<file path="config.mk">
export PLATFORM = sky130hd
export DESIGN_NAME = pc_sequencer
export DESIGN_NICKNAME = d
export VERILOG_FILES = /design/src/rtl/pc_pkg.sv /design/src/rtl/return_address_stack.sv /design/src/rtl/pc_sequencer.sv
export SDC_FILE = /design/constraint.sdc
export NUM_CORES = 1
export LEC_CHECK = 0
export ABC_CLOCK_PERIOD_IN_PS = 7330
export CAP_MARGIN = 20
export CORE_MARGIN = 10
export CORE_UTILIZATION = 38
export DETAILED_ROUTE_END_ITERATION = 10
export PLACE_DENSITY = 0.67
export REMOVE_ABC_BUFFERS = 1
export SLEW_MARGIN = 15
export SYNTH_ARGS = -nofsm -noshare
export SYNTH_HDL_FRONTEND = slang
export SYNTH_SLANG_ARGS = --single-unit
</file>
<file path="constraint.sdc">
create_clock -name clk -period 7.33 [get_ports clk]
set_clock_uncertainty 0.05 [all_clocks]
set_input_delay 1.466 -clock clk [delete_from_list [all_inputs] [get_ports clk]]
set_output_delay 1.466 -clock clk [all_outputs]
set_load 0.01 [all_outputs]
</file>
<file path="src/rtl/pc_pkg.sv">
// Package: pc_pkg
// Shared constants for the program-counter sequencer: the opcode values
// decoded from pc_scr and the two-state FSM encoding (RUN / HALTED).
package pc_pkg;

    localparam logic [6:0] OP_HALT   = 7'h7F;
    localparam logic [6:0] OP_JAL    = 7'h6F;
    localparam logic [6:0] OP_JALR   = 7'h67;
    localparam logic [6:0] OP_BRANCH = 7'h63;

    localparam logic [0:0] RUN    = 1'b0;
    localparam logic [0:0] HALTED = 1'b1;

endpackage

</file>
<file path="src/rtl/return_address_stack.sv">
// Module: return_address_stack
// Circular return-address stack with a top pointer and an entry count.
// A push while full overwrites the oldest entry, keeps count at RAS_DEPTH
// and sets the sticky overflow flag. A simultaneous push and pop replaces
// the top entry in place (count unchanged).
// Ports:
//   clk, rst     clock, synchronous active-low reset (clears count/overflow)
//   push, pop    stack operations for this cycle
//   push_data    value written on push
//   top          current top entry (valid when !empty)
//   empty, full  occupancy status
//   overflow     sticky: a push happened while full
module return_address_stack #(
    parameter int WIDTH     = 32,
    parameter int RAS_DEPTH = 4
) (
    input  logic             clk,
    input  logic             rst,
    input  logic             push,
    input  logic             pop,
    input  logic [WIDTH-1:0] push_data,
    output logic [WIDTH-1:0] top,
    output logic             empty,
    output logic             full,
    output logic             overflow
);

    localparam int PTR_W = $clog2(RAS_DEPTH);
    localparam int CNT_W = PTR_W + 1;

    logic [WIDTH-1:0] mem [RAS_DEPTH];
    logic [PTR_W-1:0] ptr;
    logic [CNT_W-1:0] count;
    logic [PTR_W-1:0] wr_idx;

    assign top   = mem[ptr];
    assign empty = (count == '0);
    assign full  = (count == CNT_W'(RAS_DEPTH));

    // Push after pop lands on the slot the pop just vacated, i.e. the current top.
    assign wr_idx = pop ? ptr : ptr + PTR_W'(1);

    always_ff @(posedge clk) begin
        if (!rst) begin
            ptr      <= '0;
            count    <= '0;
            overflow <= 1'b0;
        end else if (push && pop) begin
            ptr <= ptr;
        end else if (push) begin
            ptr <= ptr + PTR_W'(1);
            if (full) begin
                overflow <= 1'b1;
            end else begin
                count <= count + CNT_W'(1);
            end
        end else if (pop) begin
            ptr   <= ptr - PTR_W'(1);
            count <= count - CNT_W'(1);
        end
    end

    // Entry storage carries no reset; only count decides what is valid.
    always_ff @(posedge clk) begin
        if (push) begin
            mem[wr_idx] <= push_data;
        end
    end

endmodule

</file>
<file path="src/rtl/pc_sequencer.sv">
// Module: pc_sequencer
// Program-counter unit for the fetch stage: PC register, next-PC selection,
// RUN/HALTED FSM and a return-address stack for call/return prediction.
// Ports:
//   clk, rst         clock, synchronous active-low reset
//   pc_scr           opcode (HALT, JAL, JALR, BRANCH, else sequential)
//   condition        branch taken for BRANCH
//   jump_add         redirect target for JAL/JALR/BRANCH
//   is_call, is_ret  JAL/JALR link push / JALR return prediction
//   stall, trap_req  hold PC / redirect to TRAP_VECTOR
//   current_ins_add  registered fetch address
//   pc_plus4         current_ins_add + 4 (combinational, wraps)
//   halted           registered HALTED state flag
//   misalign         one-cycle pulse: last loaded target had bits[1:0]!=0
//   ras_overflow     sticky: a call push happened while the RAS was full
module pc_sequencer
    import pc_pkg::*;
#(
    parameter int               WIDTH        = 32,
    parameter logic [WIDTH-1:0] RESET_VECTOR = '0,
    parameter logic [WIDTH-1:0] TRAP_VECTOR  = WIDTH'(32'h0000_0100),
    parameter int               RAS_DEPTH    = 4
) (
    input  logic             clk,
    input  logic             rst,
    input  logic [6:0]       pc_scr,
    input  logic             condition,
    input  logic [WIDTH-1:0] jump_add,
    input  logic             is_call,
    input  logic             is_ret,
    input  logic             stall,
    input  logic             trap_req,
    output logic [WIDTH-1:0] current_ins_add,
    output logic [WIDTH-1:0] pc_plus4,
    output logic             halted,
    output logic             misalign,
    output logic             ras_overflow
);

    function automatic logic [WIDTH-1:0] align_word(input logic [WIDTH-1:0] a);
        return {a[WIDTH-1:2], 2'b00};
    endfunction

    logic [0:0]       state, next_state;
    logic [WIDTH-1:0] next_pc;
    logic [WIDTH-1:0] target;
    logic             redirect;
    logic             next_misalign;
    logic             push, pop;
    logic [WIDTH-1:0] ras_top;
    logic             ras_empty;
    // Full status is consumed inside the stack only.
    logic             ras_full_unused;

    assign pc_plus4 = current_ins_add + WIDTH'(4);
    assign halted   = (state == HALTED);

    return_address_stack #(
        .WIDTH     (WIDTH),
        .RAS_DEPTH (RAS_DEPTH)
    ) u_ras (
        .clk       (clk),
        .rst       (rst),
        .push      (push),
        .pop       (pop),
        .push_data (pc_plus4),
        .top       (ras_top),
        .empty     (ras_empty),
        .full      (ras_full_unused),
        .overflow  (ras_overflow)
    );

    always_comb begin
        next_state    = state;
        next_pc       = current_ins_add;
        next_misalign = 1'b0;
        target        = '0;
        redirect      = 1'b0;
        push          = 1'b0;
        pop           = 1'b0;
        // HALTED and stall both freeze everything; misalign falls back to 0.
        if (state == RUN && !stall) begin
            if (trap_req) begin
                target   = TRAP_VECTOR;
                redirect = 1'b1;
            end else begin
                case (pc_scr)
                    OP_HALT: next_state = HALTED;
                    OP_JAL: begin
                        target   = jump_add;
                        redirect = 1'b1;
                        push     = is_call;
                    end
                    OP_JALR: begin
                        if (is_ret && !ras_empty) begin
                            target = ras_top;
                            pop    = 1'b1;
                        end else begin
                            target = jump_add & ~WIDTH'(1);
                        end
                        redirect = 1'b1;
                        push     = is_call;
                    end
                    OP_BRANCH: begin
                        if (condition) begin
                            target   = jump_add;
                            redirect = 1'b1;
                        end else begin
                            next_pc = pc_plus4;
                        end
                    end
                    default: next_pc = pc_plus4;
                endcase
            end
            if (redirect) begin
                next_pc       = align_word(target);
                next_misalign = |target[1:0];
            end
        end
    end

    always_ff @(posedge clk) begin
        if (!rst) begin
            state           <= RUN;
            current_ins_add <= RESET_VECTOR;
            misalign        <= 1'b0;
        end else begin
            state           <= next_state;
            current_ins_add <= next_pc;
            misalign        <= next_misalign;
        end
    end

endmodule
</file>
# [Word-level counts from Yosys, hierarchy flattened]
# Memory sizes are Yosys's and may differ from the RTL's. A register that Yosys moved wholly into a read port is not among the register bits.
# Cells that the tools add are included.
[op_classes] n_eq_ne=9 n_reduce_logical=16 mux=30 n_addsub=5 bitwise_logic=3
[ops] cell="two-way mux 32 bit" count=7
[ops] cell="one-hot mux 32 bit (3 select lines)" count=1
[ops] cell="one-hot mux 32 bit (2 select lines)" count=1
[ops] cell="adder 32 x 3 -> 32 bit, second input constant" count=1
[ops] cell="== test 7 bit, second input constant" count=4
[ops] cell="two-way mux 1 bit" count=12
[ops] cell="AND reduction 3 bit" count=4
[ops] cell="two-way mux 2 bit" count=5
[ops] cell="two-way mux 3 bit" count=3
[ops] cell="inequality test 2 x 1 -> 1 bit, second input constant" count=2
[ops] cell="AND reduction 4 bit" count=1
[ops] cell="OR reduction 2 bit" count=2
[ops] cell="adder 3 x 1 -> 3 bit, second input constant" count=1
[ops] cell="== test 3 bit, second input constant" count=1
[ops] cell="logical AND 1 bit" count=3
[ops] cell="logical NOT 3 bit" count=1
[ops] cell="inequality test 3 bit, second input constant" count=1
[ops] cell="NOT 1 bit" count=3
[ops] cell="OR reduction 3 bit" count=1
[ops] cell="subtractor 3 x 1 -> 3 bit, second input constant" count=1
[ops] cell="adder 2 x 1 -> 2 bit, second input constant" count=1
[ops] cell="logical NOT 1 bit" count=2
[ops] cell="inequality test 2 bit, second input constant" count=1
[ops] cell="one-hot mux 1 bit (2 select lines)" count=1
[ops] cell="3 further kinds" count=3
[word_totals] elab_cells=70 memories=1 regBits=40 output_inout_bits=67 ram_bits=128 input_bits=46
[memory_table] name="u_ras.mem" words=4 word_bits=32 read_ports=1 rd_clocked_by_memory_dff=1 wr=1 line="return_address_stack.sv:31" source="logic [WIDTH-1:0] mem [RAS_DEPTH];"

# [Depth between registers and ports, before layout]
[logic_depth] depth_word=12 depth_mapped=10

# [Hierarchy]
# From an unflattened synthesis, not the netlist that was laid out.
[unflattened] cells_unflattened=552 hier_area_um2=7732.4
[by_module_without_submodules] mod="return_address_stack" cells_per_inst=218 seq_area_each_um2=4003.8 n_inst=1 area_each_um2=5097.4
[by_module_without_submodules] mod="pc_sequencer" cells_per_inst=334 seq_area_each_um2=640.6 n_inst=1 area_each_um2=2635.0

# [Least setup slack after synthesis]
# OpenSTA, ideal clock, no wires.
[synth_path] kind="input port to flip-flop" start="in trap_req" end="mem u_ras.mem[1][10] (enable)" path_stages=5 arrival_ns=5.199 path_buffers=1 setup_ns=0.493 setup_slack_ns=1.588 path_cell_list="nor3b_2 > and4_1 > clkbuf_1 > a21boi_1 > nor4_1"
[synth_via] elab_chain_len=4 word_cells_on_any_way=7 cone_classes="mux (7)"
[synth_rtl] item="from (decl)" line="pc_sequencer.sv:32" source="input logic trap_req,"
[synth_rtl] item="two-way mux 1 bit" line="pc_sequencer.sv:83" source="if (trap_req) begin"
[synth_rtl] item="two-way mux 1 bit" line="pc_sequencer.sv:82" source="if (state == RUN && !stall) begin"
[synth_rtl] item="two-way mux 1 bit" line="return_address_stack.sv:65" source="if (push) begin"
[synth_rtl] item="two-way mux 1 bit (implied by the code)" line="return_address_stack.sv:66" source="mem[wr_idx] <= push_data;"
[synth_rtl] item="to (decl)" line="return_address_stack.sv:31"
# Several ways; a longest one is shown, not always the timed one.

# [Worst setup path in the final report]
[layout_path] start="reg current_ins_add[9]" end="out pc_plus4[29]"
[layout_via] elab_chain_len=1
[layout_rtl] item="from (decl)" line="pc_sequencer.sv:33" source="output logic [WIDTH-1:0] current_ins_add,"
[layout_rtl] item="from (signal assigned)" line="pc_sequencer.sv:129" source="current_ins_add <= next_pc;"
[layout_rtl] item="adder 32 x 3 -> 32 bit" line="pc_sequencer.sv:55" source="assign pc_plus4 = current_ins_add + WIDTH'(4);"
[layout_rtl] item="to (decl)" line="pc_sequencer.sv:34" source="output logic [WIDTH-1:0] pc_plus4,"
# No other way between the ends.

==> out/qor_table.md <==
| Result | This run |
|---|---|
| Resized cells post-CTS | 0 |
| Seq/Total Area, Yosys | 0.5961 |
| Power per Cell Area | 215.6 nW/um2 |
| DIE AREA | 25420 um2 |
| Critical path class | reg2out |
| Post-Syn Instances | 552 |
| Clock latency at the later pin of the worst-skew pair | 430 ps |
| RR Startpoint | u_ras.count[2] |
| Clock transition at the registers of the reported paths | 60 ps |
| Routability cong. | 0.8661 |
| Number of clock buffers inserted by TritonCTS | 17 |
| Total of max-cap violations | 0 |
| Num rows | 50 |
| Total leakage power | 2.975 nW |
| Antenna-violating nets left | 0 |
| Clock buffer depth | 2 |
| Number of warnings printed during yosys synthesis | 0 |
| Vias per cell | 5.729 |
| Number of nets at the end of the flow | 702 |
| R2r endpoint | u_ras.mem[2][2] |
| First drt pass iteration count | 7 |
| Worst-margin pin slew | 863.7 ps |
| Max Transition Viols Final | 0 |
| Port bufs | 108 |
| Min-Delay Endpoint | u_ras.overflow |
| Layout area overhead | 25.96% |
| Share of the clock period used by the worst path | 0.6595 |
| # diodes | 0 |
| Crit path capture type | primary output |
| Root Driver | sky130_fd_sc_hd__clkbuf_16 |
| Cell area after technology mapping | 7388 um2 |
| Main synth FF type | sky130_fd_sc_hd__edfxtp_1 |
| Detail-routed net length per standard cell | 22.18 um |
| Total number of vias | 5294 |
| Max Freq | 0.2069 GHz |
| Cell variety after synth | 64 |
| Required time worst endpoint | 5810 ps |
| Worst slew slack as a fraction of its limit | 0.4229 |
| Type of the most critical hold path | reg2reg |
| Hold-fix buffers, CTS | 0 |
| All-layer global routing usage | 0.1601 |
| Category of the worst setup path launch point | register |
| Worst-case register-to-register setup slack | 4480 ps |
| Final hold violation count | 0 |
| Residual overflow from global routing | 0 |
| Cell count of the worst reg-to-reg path | 7 |
| Synth async-reset ratio | 0 |
| Vias in the first global route | 5446 |
| Number of I/O pins | 113 |
| DIE HEIGHT | 159.4 um |
| Critical path fanouts, max | 9 |
| Fraction of final layout cells sized beyond drive strength 1 | 0.1491 |
| Number of stages on the worst hold path | 2 |
| Number of setup violations in the final report | 0 |
| DP Worst Slack | 2761 ps |
| Most common cell after layout, fill and taps aside | sky130_fd_sc_hd__edfxtp_1 |
| Chip width | 159.4 um |
| Initial core utilization | 0.3911 |
| Largest net degree at the start of global routing | 34 |
| Total Power | 0.002006 W |
| Unrepaired setup endpoints after global routing | no |
| Area post-placement | 8712 um2 |
| Global-route wire length before repair | 32000 um |
| Drt total wl | 20500 um |
| Worst path arrival time | 3320 ps |
| GRT met1 Usage | 0.2106 |
| Startpoint of the most critical hold path | u_ras.overflow |
| Design area | 9306 um2 |
| Worst-case vdd ir drop | 147.2 uV |
| Number of setup buffers added after CTS | 0 |
| Final critical-path setup slack | 2496 ps |
| Initial antenna violation count | 0 |
| #FFs+latches synth | 160 |
| Crit path time final | 4834 ps |
| Global routing usage on met2 | 0.2513 |
| Layout fillers | 1617 |
| DRC errors left | 0 |
| Clock tree from TritonCTS | built |
| Number of synthesized flops with an enable pin | 120 |
| Outcome | finished clean |
| Clock sinks | 160 |
| H-Tree Depth | 4 |
| Avg Inst Size Synth | 13.38 um2 |
| First-iteration detailed-routing DRC count | 522 |
| Core Area | 18890 um2 |
| Most frequent cells in the layout | sky130_fd_sc_hd__edfxtp_1, sky130_fd_sc_hd__clkdlybuf4s50_1, sky130_fd_sc_hd__dfxtp_1, sky130_fd_sc_hd__nand2_1, sky130_fd_sc_hd__mux4_2 |
| Setup tns final | 0 ps |
| Layer carrying the most global-route usage | met2 |
| Met3 demand-to-capacity share in global routing | 0.03976 |
| DP HPWL | 13450 um |
kinds of logic after synthesis:
group / synth area share
AOI/OAI and AO/OA: 0.1118
xor gates and xnor gates: 0.02845
adders and majority gates: 0.009484
buffers and inverters: 0.03235
DFF: 0.5961
muxes: 0.09551
other: 0.0005076
and+or+nand+nor: 0.1258
Yosys cell counts (3+ instances only):
cell type                    n  area share
sky130_fd_sc_hd__edfxtp_1  120        0.49
sky130_fd_sc_hd__dfxtp_1    40        0.11
sky130_fd_sc_hd__nand2_1    35       0.018
sky130_fd_sc_hd__mux4_2     30       0.091
sky130_fd_sc_hd__clkbuf_1   27       0.014
sky130_fd_sc_hd__o21ai_0    26       0.018
sky130_fd_sc_hd__a221oi_1   23       0.027
sky130_fd_sc_hd__a21oi_1    22       0.015
sky130_fd_sc_hd__nor2_1     19      0.0097
sky130_fd_sc_hd__xnor2_1    15       0.018
sky130_fd_sc_hd__nand4_1    14       0.012
sky130_fd_sc_hd__nor3_1     13      0.0088
sky130_fd_sc_hd__nand3_1    12      0.0081
sky130_fd_sc_hd__and2_1     10      0.0085
sky130_fd_sc_hd__and4_1     10       0.012
sky130_fd_sc_hd__inv_1      10      0.0051
sky130_fd_sc_hd__nor4_1     10      0.0085
sky130_fd_sc_hd__xor2_1      9       0.011
sky130_fd_sc_hd__and3_1      8      0.0068
sky130_fd_sc_hd__o21a_1      7      0.0071
sky130_fd_sc_hd__o22ai_1     7      0.0059
sky130_fd_sc_hd__or2_2       7      0.0059
sky130_fd_sc_hd__a31oi_1     6      0.0051
sky130_fd_sc_hd__buf_4       6      0.0061
sky130_fd_sc_hd__a221oi_2    5       0.010
sky130_fd_sc_hd__buf_2       5      0.0034
sky130_fd_sc_hd__ha_1        4      0.0068
sky130_fd_sc_hd__nor4b_1     4      0.0047
sky130_fd_sc_hd__a211oi_1    3      0.0030
sky130_fd_sc_hd__mux2i_1     3      0.0041
sky130_fd_sc_hd__o31a_1      3      0.0036
per-layer routing:
metal / vias up / routed length (um)
met2: 198 / 9750
li1: 2385 / -
met1: 2685 / 9102
met4: 0 / 341
met5: - / 0
met3: 26 / 1300
flip-flops by register name (all words and copies together) (netlist names), named ones only:
name	count
u_ras.mem	120
current_ins_add	30
u_ras.count	3
u_ras.ptr	2
halted	1
misalign	1
u_ras.overflow	1
worst max-delay path, cell delays in order (launching register included):
cell                              delay [ps]
sky130_fd_sc_hd__dfxtp_1                 540
sky130_fd_sc_hd__and4_1                  480
sky130_fd_sc_hd__nand4_2                 230
sky130_fd_sc_hd__or4_1                   600
sky130_fd_sc_hd__xnor2_1                 380
sky130_fd_sc_hd__clkdlybuf4s50_1         660
per-stage QoR:
step / util / cells / hold WS, ps
2_1_floorplan: - / 513 / 444.8
3_3_place_gp: 0.4611 / 892 / 407.8
3_5_place_dp: 0.4611 / 892 / 430.3
4_1_cts: 0.4926 / 924 / 445.8
5_1_grt: 0.4926 / 924 / 491.8
6_report: 0.4926 / 924 / 439.7
layout make-up:
class                           count  area (um2)  area share
Sequential cell                   160        4405      0.4734
Multi-Input combinational cell    343        2780      0.2987
Timing Repair Buffer              119        1164      0.1250
Clock buffer                       18       429.2     0.04611
Tap cell                          260       325.3     0.03496
Clock inverter                     14       165.2     0.01775
Inverter                           10       37.54    0.004033
power by group:
group / internal (W) / switching [W]
Clock: 0.000534 / 0.000355
Sequential: 0.000977 / 0.0000131
Combinational: 0.0000637 / 0.0000632
Total: 0.00158 / 0.000431
worst max-delay path by stage:
stage	startpoint	depth (start not counted)	endpoint	slack (ps)
after floorplan	trap_req	4	u_ras.mem[1][10]	1270
after global placement	trap_req	8	u_ras.mem[0][2]	2940
after detailed placement	trap_req	7	u_ras.mem[0][3]	2760
after CTS	current_ins_add[9]	5	pc_plus4[29]	2530
after global routing	current_ins_add[9]	5	pc_plus4[29]	2380
final	current_ins_add[9]	5	pc_plus4[29]	2500
Note: power is estimated with default switching activity, not from simulation.
